## src/rtl/ebrick_mem_arbiter.sv

```systemverilog
// ---------------------------------------------------------------------------
// ebrick_mem_arbiter
//
// Shares one UMI memory device port between two requesters: u0 (core) and
// u1 (host loader).
//
// Request path:
//   - Round-robin arbitration feeds a one-entry register stage that drives
//     m_req_*. A request accepted on edge N is visible on m_req_* right after
//     that edge.
//   - The stage loads when it is empty, or when it unloads in the same cycle.
// Response path:
//   - A small tag FIFO records which port issued each response-expecting
//     request (READ 0x01, WRITE 0x03, ATOMIC 0x09 in cmd[4:0]).
//   - m_resp_* is routed combinationally to the port at the FIFO head.
//   - The tag is popped on a response transfer with EOM (cmd[22]) set.
//
// Handshake rule on every channel: a transfer happens on a rising clk edge
// where valid and ready are both 1. A source holds valid and its payload
// stable until that transfer.
//
// Parameters:
//   DW     UMI data width
//   AW     UMI address width
//   CW     UMI command width (must be >= 23 so the EOM bit exists)
//   DEPTH  tag FIFO entries (power of 2, >= 2)
//
// Ports:
//   clk, nreset                      clock, synchronous active-low reset
//   u0_req_*  / u0_req_ready         requester 0 request channel
//   u0_resp_* / u0_resp_ready        requester 0 response channel
//   u1_req_*  / u1_req_ready         requester 1 request channel
//   u1_resp_* / u1_resp_ready        requester 1 response channel
//   m_req_*   / m_req_ready          request to memory agent
//   m_resp_*  / m_resp_ready         response from memory agent
//   gnt0_count, gnt1_count           request transfer counters, only present
//                                    when EBRICK_MEM_ARB_STATS_EN is defined
//
// Optional feature macro: EBRICK_MEM_ARB_STATS_EN
// ---------------------------------------------------------------------------
module ebrick_mem_arbiter #(
  parameter int DW    = 32,
  parameter int AW    = 64,
  parameter int CW    = 32,
  parameter int DEPTH = 4
) (
  input  logic          clk,
  input  logic          nreset,
  // requester 0 (core)
  input  logic          u0_req_valid,
  input  logic [CW-1:0] u0_req_cmd,
  input  logic [AW-1:0] u0_req_dstaddr,
  input  logic [AW-1:0] u0_req_srcaddr,
  input  logic [DW-1:0] u0_req_data,
  output logic          u0_req_ready,
  output logic          u0_resp_valid,
  output logic [CW-1:0] u0_resp_cmd,
  output logic [AW-1:0] u0_resp_dstaddr,
  output logic [AW-1:0] u0_resp_srcaddr,
  output logic [DW-1:0] u0_resp_data,
  input  logic          u0_resp_ready,
  // requester 1 (host loader)
  input  logic          u1_req_valid,
  input  logic [CW-1:0] u1_req_cmd,
  input  logic [AW-1:0] u1_req_dstaddr,
  input  logic [AW-1:0] u1_req_srcaddr,
  input  logic [DW-1:0] u1_req_data,
  output logic          u1_req_ready,
  output logic          u1_resp_valid,
  output logic [CW-1:0] u1_resp_cmd,
  output logic [AW-1:0] u1_resp_dstaddr,
  output logic [AW-1:0] u1_resp_srcaddr,
  output logic [DW-1:0] u1_resp_data,
  input  logic          u1_resp_ready,
  // memory agent
  output logic          m_req_valid,
  output logic [CW-1:0] m_req_cmd,
  output logic [AW-1:0] m_req_dstaddr,
  output logic [AW-1:0] m_req_srcaddr,
  output logic [DW-1:0] m_req_data,
  input  logic          m_req_ready,
  input  logic          m_resp_valid,
  input  logic [CW-1:0] m_resp_cmd,
  input  logic [AW-1:0] m_resp_dstaddr,
  input  logic [AW-1:0] m_resp_srcaddr,
  input  logic [DW-1:0] m_resp_data,
  output logic          m_resp_ready
`ifdef EBRICK_MEM_ARB_STATS_EN
  ,
  output logic [31:0]   gnt0_count,
  output logic [31:0]   gnt1_count
`endif
);

  localparam int PW   = $clog2(DEPTH);
  localparam int CNTW = PW + 1;
  localparam int EOM_BIT = 22;

  // Opcodes that are answered by the memory agent and therefore need a tag.
  function automatic logic expects_resp(input logic [CW-1:0] cmd);
    logic r;
    r = 1'b0;
    case (cmd[4:0])
      5'h01, 5'h03, 5'h09: r = 1'b1;
      default:             r = 1'b0;
    endcase
    return r;
  endfunction

  // -------------------------------------------------------------------------
  // State
  // -------------------------------------------------------------------------
  logic            stg_valid;
  logic [CW-1:0]   stg_cmd;
  logic [AW-1:0]   stg_dstaddr;
  logic [AW-1:0]   stg_srcaddr;
  logic [DW-1:0]   stg_data;

  // Round-robin state. Set means port 0 won the most recent grant, so port 1
  // has priority on the next contended cycle. Reset value 1 gives u1 the
  // first contended grant.
  logic            last_gnt;

  logic            tag_mem [DEPTH];
  logic [PW-1:0]   tag_wr_ptr;
  logic [PW-1:0]   tag_rd_ptr;
  logic [CNTW-1:0] tag_count;

  // -------------------------------------------------------------------------
  // Arbitration and request acceptance
  // -------------------------------------------------------------------------
  logic            tag_full;
  logic            tag_empty;
  logic            elig0;
  logic            elig1;
  logic            gnt0;
  logic            gnt1;
  logic            stg_can_load;
  logic            xfer0;
  logic            xfer1;
  logic            req_xfer;
  logic [CW-1:0]   sel_cmd;
  logic [AW-1:0]   sel_dstaddr;
  logic [AW-1:0]   sel_srcaddr;
  logic [DW-1:0]   sel_data;
  logic            tag_push;
  logic            tag_pop;
  logic            tag_head;

  assign tag_full  = (tag_count == CNTW'(DEPTH));
  assign tag_empty = (tag_count == '0);

  // A port is only considered if it can actually be accepted. A
  // response-expecting request blocked by a full tag FIFO must not win
  // arbitration, otherwise it would also block posted traffic from the
  // other port.
  assign elig0 = u0_req_valid & (~expects_resp(u0_req_cmd) | ~tag_full);
  assign elig1 = u1_req_valid & (~expects_resp(u1_req_cmd) | ~tag_full);

  assign gnt1 = elig1 & (~elig0 | last_gnt);
  assign gnt0 = elig0 & ~gnt1;

  assign stg_can_load = ~stg_valid | m_req_ready;

  // Ready is forced low while reset is asserted so no transfer is reported
  // on an edge that the block ignores.
  assign u0_req_ready = nreset & stg_can_load & gnt0;
  assign u1_req_ready = nreset & stg_can_load & gnt1;

  assign xfer0    = u0_req_valid & u0_req_ready;
  assign xfer1    = u1_req_valid & u1_req_ready;
  assign req_xfer = xfer0 | xfer1;

  always_comb begin
    sel_cmd     = u0_req_cmd;
    sel_dstaddr = u0_req_dstaddr;
    sel_srcaddr = u0_req_srcaddr;
    sel_data    = u0_req_data;
    if (xfer1) begin
      sel_cmd     = u1_req_cmd;
      sel_dstaddr = u1_req_dstaddr;
      sel_srcaddr = u1_req_srcaddr;
      sel_data    = u1_req_data;
    end
  end

  assign tag_push = req_xfer & expects_resp(sel_cmd);

  // -------------------------------------------------------------------------
  // Request stage
  // -------------------------------------------------------------------------
  always_ff @(posedge clk) begin
    if (!nreset) begin
      stg_valid   <= 1'b0;
      stg_cmd     <= '0;
      stg_dstaddr <= '0;
      stg_srcaddr <= '0;
      stg_data    <= '0;
    end else if (req_xfer) begin
      stg_valid   <= 1'b1;
      stg_cmd     <= sel_cmd;
      stg_dstaddr <= sel_dstaddr;
      stg_srcaddr <= sel_srcaddr;
      stg_data    <= sel_data;
    end else if (m_req_ready) begin
      stg_valid   <= 1'b0;
    end
  end

  assign m_req_valid   = stg_valid;
  assign m_req_cmd     = stg_cmd;
  assign m_req_dstaddr = stg_dstaddr;
  assign m_req_srcaddr = stg_srcaddr;
  assign m_req_data    = stg_data;

  always_ff @(posedge clk) begin
    if (!nreset) begin
      last_gnt <= 1'b1;
    end else if (req_xfer) begin
      last_gnt <= xfer0;
    end
  end

  // -------------------------------------------------------------------------
  // Tag FIFO: one bit per outstanding response-expecting request, holding
  // the issuing port index. Pointers wrap naturally because DEPTH is a power
  // of two. Reset only clears the pointers and count; stale entries are
  // never read because the FIFO is empty.
  // -------------------------------------------------------------------------
  always_ff @(posedge clk) begin
    if (tag_push) begin
      tag_mem[tag_wr_ptr] <= xfer1;
    end
  end

  always_ff @(posedge clk) begin
    if (!nreset) begin
      tag_wr_ptr <= '0;
      tag_rd_ptr <= '0;
      tag_count  <= '0;
    end else begin
      if (tag_push) begin
        tag_wr_ptr <= tag_wr_ptr + 1'b1;
      end
      if (tag_pop) begin
        tag_rd_ptr <= tag_rd_ptr + 1'b1;
      end
      case ({tag_push, tag_pop})
        2'b10:   tag_count <= tag_count + 1'b1;
        2'b01:   tag_count <= tag_count - 1'b1;
        default: tag_count <= tag_count;
      endcase
    end
  end

  assign tag_head = tag_mem[tag_rd_ptr];

  // -------------------------------------------------------------------------
  // Response routing
  // -------------------------------------------------------------------------
  assign m_resp_ready = ~tag_empty & (tag_head ? u1_resp_ready : u0_resp_ready);

  // Multi-beat responses keep the tag until the beat carrying EOM.
  assign tag_pop = m_resp_valid & m_resp_ready & m_resp_cmd[EOM_BIT];

  assign u0_resp_valid = m_resp_valid & ~tag_empty & ~tag_head;
  assign u1_resp_valid = m_resp_valid & ~tag_empty &  tag_head;

  // Payload fans out to both ports; only the valid selects the receiver.
  assign u0_resp_cmd     = m_resp_cmd;
  assign u0_resp_dstaddr = m_resp_dstaddr;
  assign u0_resp_srcaddr = m_resp_srcaddr;
  assign u0_resp_data    = m_resp_data;
  assign u1_resp_cmd     = m_resp_cmd;
  assign u1_resp_dstaddr = m_resp_dstaddr;
  assign u1_resp_srcaddr = m_resp_srcaddr;
  assign u1_resp_data    = m_resp_data;

  // -------------------------------------------------------------------------
  // Optional grant statistics
  // -------------------------------------------------------------------------
`ifdef EBRICK_MEM_ARB_STATS_EN
  always_ff @(posedge clk) begin
    if (!nreset) begin
      gnt0_count <= '0;
      gnt1_count <= '0;
    end else begin
      if (xfer0) begin
        gnt0_count <= gnt0_count + 32'd1;
      end
      if (xfer1) begin
        gnt1_count <= gnt1_count + 32'd1;
      end
    end
  end
`endif

endmodule

```

## config.mk

```make
export PLATFORM = sky130hd
export DESIGN_NAME = ebrick_mem_arbiter
export DESIGN_NICKNAME = d
export VERILOG_FILES = /design/src/rtl/ebrick_mem_arbiter.sv
export SDC_FILE = /design/constraint.sdc
export NUM_CORES = 1
export LEC_CHECK = 0
export CAP_MARGIN = 30
export CORE_AREA = 2 2 448 450
export DETAILED_ROUTE_END_ITERATION = 10
export DIE_AREA = 0 0 450 452
export GPL_TIMING_DRIVEN = 0
export PLACE_DENSITY = 0.3
export SLEW_MARGIN = 20
export SYNTH_ARGS = -nofsm -noshare
export SYNTH_HDL_FRONTEND = slang
export SYNTH_SLANG_ARGS = --single-unit
```

## constraint.sdc

```tcl
create_clock -name clk -period 2.8 [get_ports clk]
set_input_delay 0.28 -clock clk [delete_from_list [all_inputs] [get_ports clk]]
set_output_delay 0.28 -clock clk [all_outputs]
set_load 0.05 [all_outputs]
```

==> summary.md <==
| Metric | Value |
|---|---|
| CTS tree | built |
| Drt initial violations | a little under 800 |
| CTS Buf Count | 34 |
| Internal | between 7 and 8 mW |
| Post-DR wirelength/cell | about 25 µm |
| Yosys cell types | 42 |
| Max FO, Critical Path | 5 |
| Status | completed |
| Core area | 0.199 mm² |
| Max Slew Vio Count | 0 |
| Finished Layout Cells | a little over 5000 |
| Total number of vias | 14400 |
| Vias per cell | 2.83 |
| Skew-Pair Late Insertion Delay | 0.59 ns |
| Placer Congestion | about 0.85 |
| Global-route wire length before repair | about 160000 µm |
| Crit path top cell by count | inv_1 |
| RSZ-0062 raised after global routing | no |
| Slowest-stage cell, CP | fa_1 |
| Row cnt | roughly 160 |
| Clock tree buffer depth | 3 |
| VDD IR max | 0.000337 V |
| Share of cells above drive strength 1 | around 23% |
| Placed Cells | between 4000 and 5000 |
| H-tree levels | 2 |
| Clock Pin Slew Worst Setup and Hold Paths | 0.07 ns |
| Worst path cell trace | nor3b_4 -> and3_4 -> o311ai_4 -> buf_12 -> mux2i_2 -> inv_1 -> ha_2 -> inv_1 -> fa_1 -> xor2_1 -> or3_1 -> a21boi_1 |
| DIE HEIGHT | between 400 and 500 µm |
| Hold Crit Class | primary input to flip-flop |
| Clock power share | 32.0% |
| Placed instance area | 0.0245 mm² |
| Initial cell density of the core | roughly 5.7% |
| Tot Pwr | 13.3 mW |
| Hold Slack | approximately 0.32 ns |
| Min cycle time layout | 2.68 ns |
| CP delay by family, top | simple AND/OR/NAND/NOR gates |
| Sw frac | between 40% and 50% |
| Die Wd | 450 µm |
| CP bufs+invs | 3 |
| Psw | approximately 5.5 mW |
| Synth warn | 0 |
| Worst path required time | about 3.3 ns |
| Arrival time worst endpoint | between 3 and 4 ns |
| Mapped Area | between 0.01 and 0.015 mm² |
| HPWL after DPL | 114000 µm |
| Residual DRC | 0 |
| Flop pwr share | about a quarter |
| Pin count of the biggest net entering global routing | 20 |
| Final setup vio count | 0 |
| Syn Inst Count | approximately 1400 |
| Slew HR | between 30 and 40% |
| Worst Skew | about 0.038 ns |
| Net Count, Synth | 1945 |
| Combinational Power Share | between 40% and 50% |
| Fin area | 0.0257 mm² |
| CP max stage delay | approximately 0.37 ns |
| GRT Total Usage | between 10% and 20% |
| Fin nets | between 2000 and 3000 |
| Max-cap violation count | 0 |
| Pleak | slightly above 9 nW |
| Initial antenna violation count | 103 |
| Routed Antenna Nets | 0 |
| Sequential element share of the synthesized area | 37.0% |
| IO Pins | between 1000 and 1500 |
| Gr ovfl total | 0 |
| Port Buf Inserts | approximately 1000 |
| Routed WL | 129000 µm |
| DRT Pass-1 Iters | 5 |
| Pwr dens | ~520 mW/mm² |
| FMAX | roughly 370 MHz |
| Final Cycle Share | a little over nine tenths |
| #FFs+latches synth | between 200 and 250 |
| Sink Count | 207 |
| Post-synthesis average cell area | 8.34 µm² |
| Actual slew at the worst max-slew pin | 0.959 ns |
| Setup CP Type | flip-flop to flip-flop |
| Startpoint types | flip-flop |
| Vias in the first global route | between 10000 and 15000 |
| Die ar. | ~0.20 mm² |
| Crit. End Element | flip-flop |
| Endpoints failing hold | 0 |
| CTS root buffer | clkbuf_16 |
| Area delta synth->final | 127% |
## cells by family (layout without fill, tap and decap cells)
group / after synthesis / after routing / share of synthesized area, %
muxes: 3 / 3 / 0.376
AOI/OAI and AO/OA: 212 / 212 / 12.7
and+or+nand+nor: 421 / 421 / 18.4
xor gates and xnor gates: 3 / 3 / 0.232
DFF: 207 / 207 / 37.0
other: 0 / 15 / 0
buffers and inverters: 503 / 1547 / 30.5
adders and majority gates: 6 / 6 / 0.730
## cells in the final DEF, fill, tap and decap left out, drive strengths merged, types with 2 or more instances in the layout
| cell | count |
|---|---|
| nand2b | 2 |
| o221ai | 34 |
| nand2 | 13 |
| and2 | 4 |
| ha | 5 |
| dfxtp | 203 |
| nand3 | 4 |
| nand4 | 3 |
| dlygate4sd2 | 2 |
| o21ai | 8 |
| a31oi | 6 |
| clkbuf | 80 |
| clkinv | 11 |
| a21oi | 3 |
| buf | 469 |
| diode | 15 |
| clkinvlp | 4 |
| nor3 | 341 |
| o311ai | 3 |
| o22ai | 153 |
| clkdlybuf4s50 | 969 |
| mux2i | 2 |
| nor3b | 3 |
| xor2 | 2 |
| and3 | 5 |
| nor2 | 43 |
| inv | 12 |
| edfxtp | 4 |
## repair_timing
item | in CTS | in global routing
setup endpoints to repair | 44 | 5
pin swaps | 3 | 2
setup buffers | 2 | 3
gates resized for setup | 30 | 9
hold buffers | 0 | 0
## registers in the layout (all words and copies together) (netlist names), named ones only
signal / flops
m_req_cmd: 32
m_req_dstaddr: 64
tag_rd_ptr: 2
m_req_srcaddr: 64
tag_wr_ptr: 2
last_gnt: 1
tag_mem: 4
m_req_data: 32
tag_count: 3
m_req_valid: 1
## final timing paths
check / slack, ns / cells after the start / end / from
hold / removal: 0.32 / 3 / m_req_dstaddr[48] / u0_req_dstaddr[48]
setup / recovery: 0.12 / 12 / tag_count[2] / tag_count[2]
setup reg to reg: 0.12 / 12 / tag_count[2] / tag_count[2]
hold reg to reg: 0.47 / 2 / m_req_cmd[1] / m_req_cmd[1]
## worst min-delay path: stages
cell and delay [ns]:
clkdlybuf4s50_1 0.40, o22ai_1 0.11, nor3_1 0.06
## power groups by stage
stage | clock network, mW | registers [mW] | logic (mW)
6_report | 4.25 | 3.41 | 5.62
5_1_grt | 4.55 | 3.45 | 5.85
4_1_cts | 4.48 | 3.41 | 5.71
3_5_place_dp | 0 | 3.47 | 5.68
3_3_place_gp | 0 | 3.47 | 5.66
2_1_floorplan | 0 | 4.42 | 2.22
## stage by stage
stage                     TNS, ns  utilization (%)  worst slack (ns)
final                           0             12.9             0.115
after global routing            0             12.9           0.00468
after CTS                       0             12.9          0.000709
after detailed placement  -107.04             12.3             -1.22
after global placement    -148.43             12.3             -1.19
after floorplan                 0                -             0.135
## cell usage after synthesis (all sizes together)
master / count / area share [%]
clkinv: 1 / 0.033
clkbuf: 33 / 1.1
a21bo: 1 / 0.089
nor3: 341 / 15
ha: 5 / 0.55
a32oi: 1 / 0.077
inv: 11 / 0.37
o311ai: 3 / 0.39
o22ai: 153 / 8.5
a31o: 1 / 0.077
a21boi: 1 / 0.066
nor2: 43 / 1.4
mux4: 1 / 0.20
a21oi: 3 / 0.13
nand2: 13 / 0.43
fa: 1 / 0.18
nor2b: 1 / 0.055
a31oi: 6 / 0.33
and2: 4 / 0.22
buf: 458 / 29
a211oi: 1 / 0.066
nand3b: 1 / 0.066
dfxtp: 203 / 36
xnor2: 1 / 0.077
and3: 5 / 0.28
nand4: 3 / 0.17
xor2: 2 / 0.15
nor3b: 3 / 0.29
mux2i: 2 / 0.18
o21ai: 8 / 0.35
or3: 1 / 0.055
nand3: 4 / 0.22
nand2b: 2 / 0.11
edfxtp: 4 / 1.1
o221ai: 34 / 2.6
## routing by layer
metal / routed length [µm] / share of wire, % / track usage (%)
met1: 51600 / 40 / 14.5
met2: 62200 / 48 / 20.4
met3: 12500 / 9.7 / 4.45
met4: 2000 / 1.6 / 2.02
met5: 461 / 0.36 / 0
## cell type report
class / instances / area, µm²
multi-input cells: 645 / 3700
diodes: 15 / 37.5
well taps: 2656 / 3320
flip-flops and latches: 207 / 4190
repair buffers: 985 / 9900
plain buffers: 490 / 3440
clock inverters: 15 / 114
fillers: 22900 / 173000
inverters: 12 / 50.0
clock buffers: 45 / 933
No activity file was read; power rests on OpenSTA's default activity.
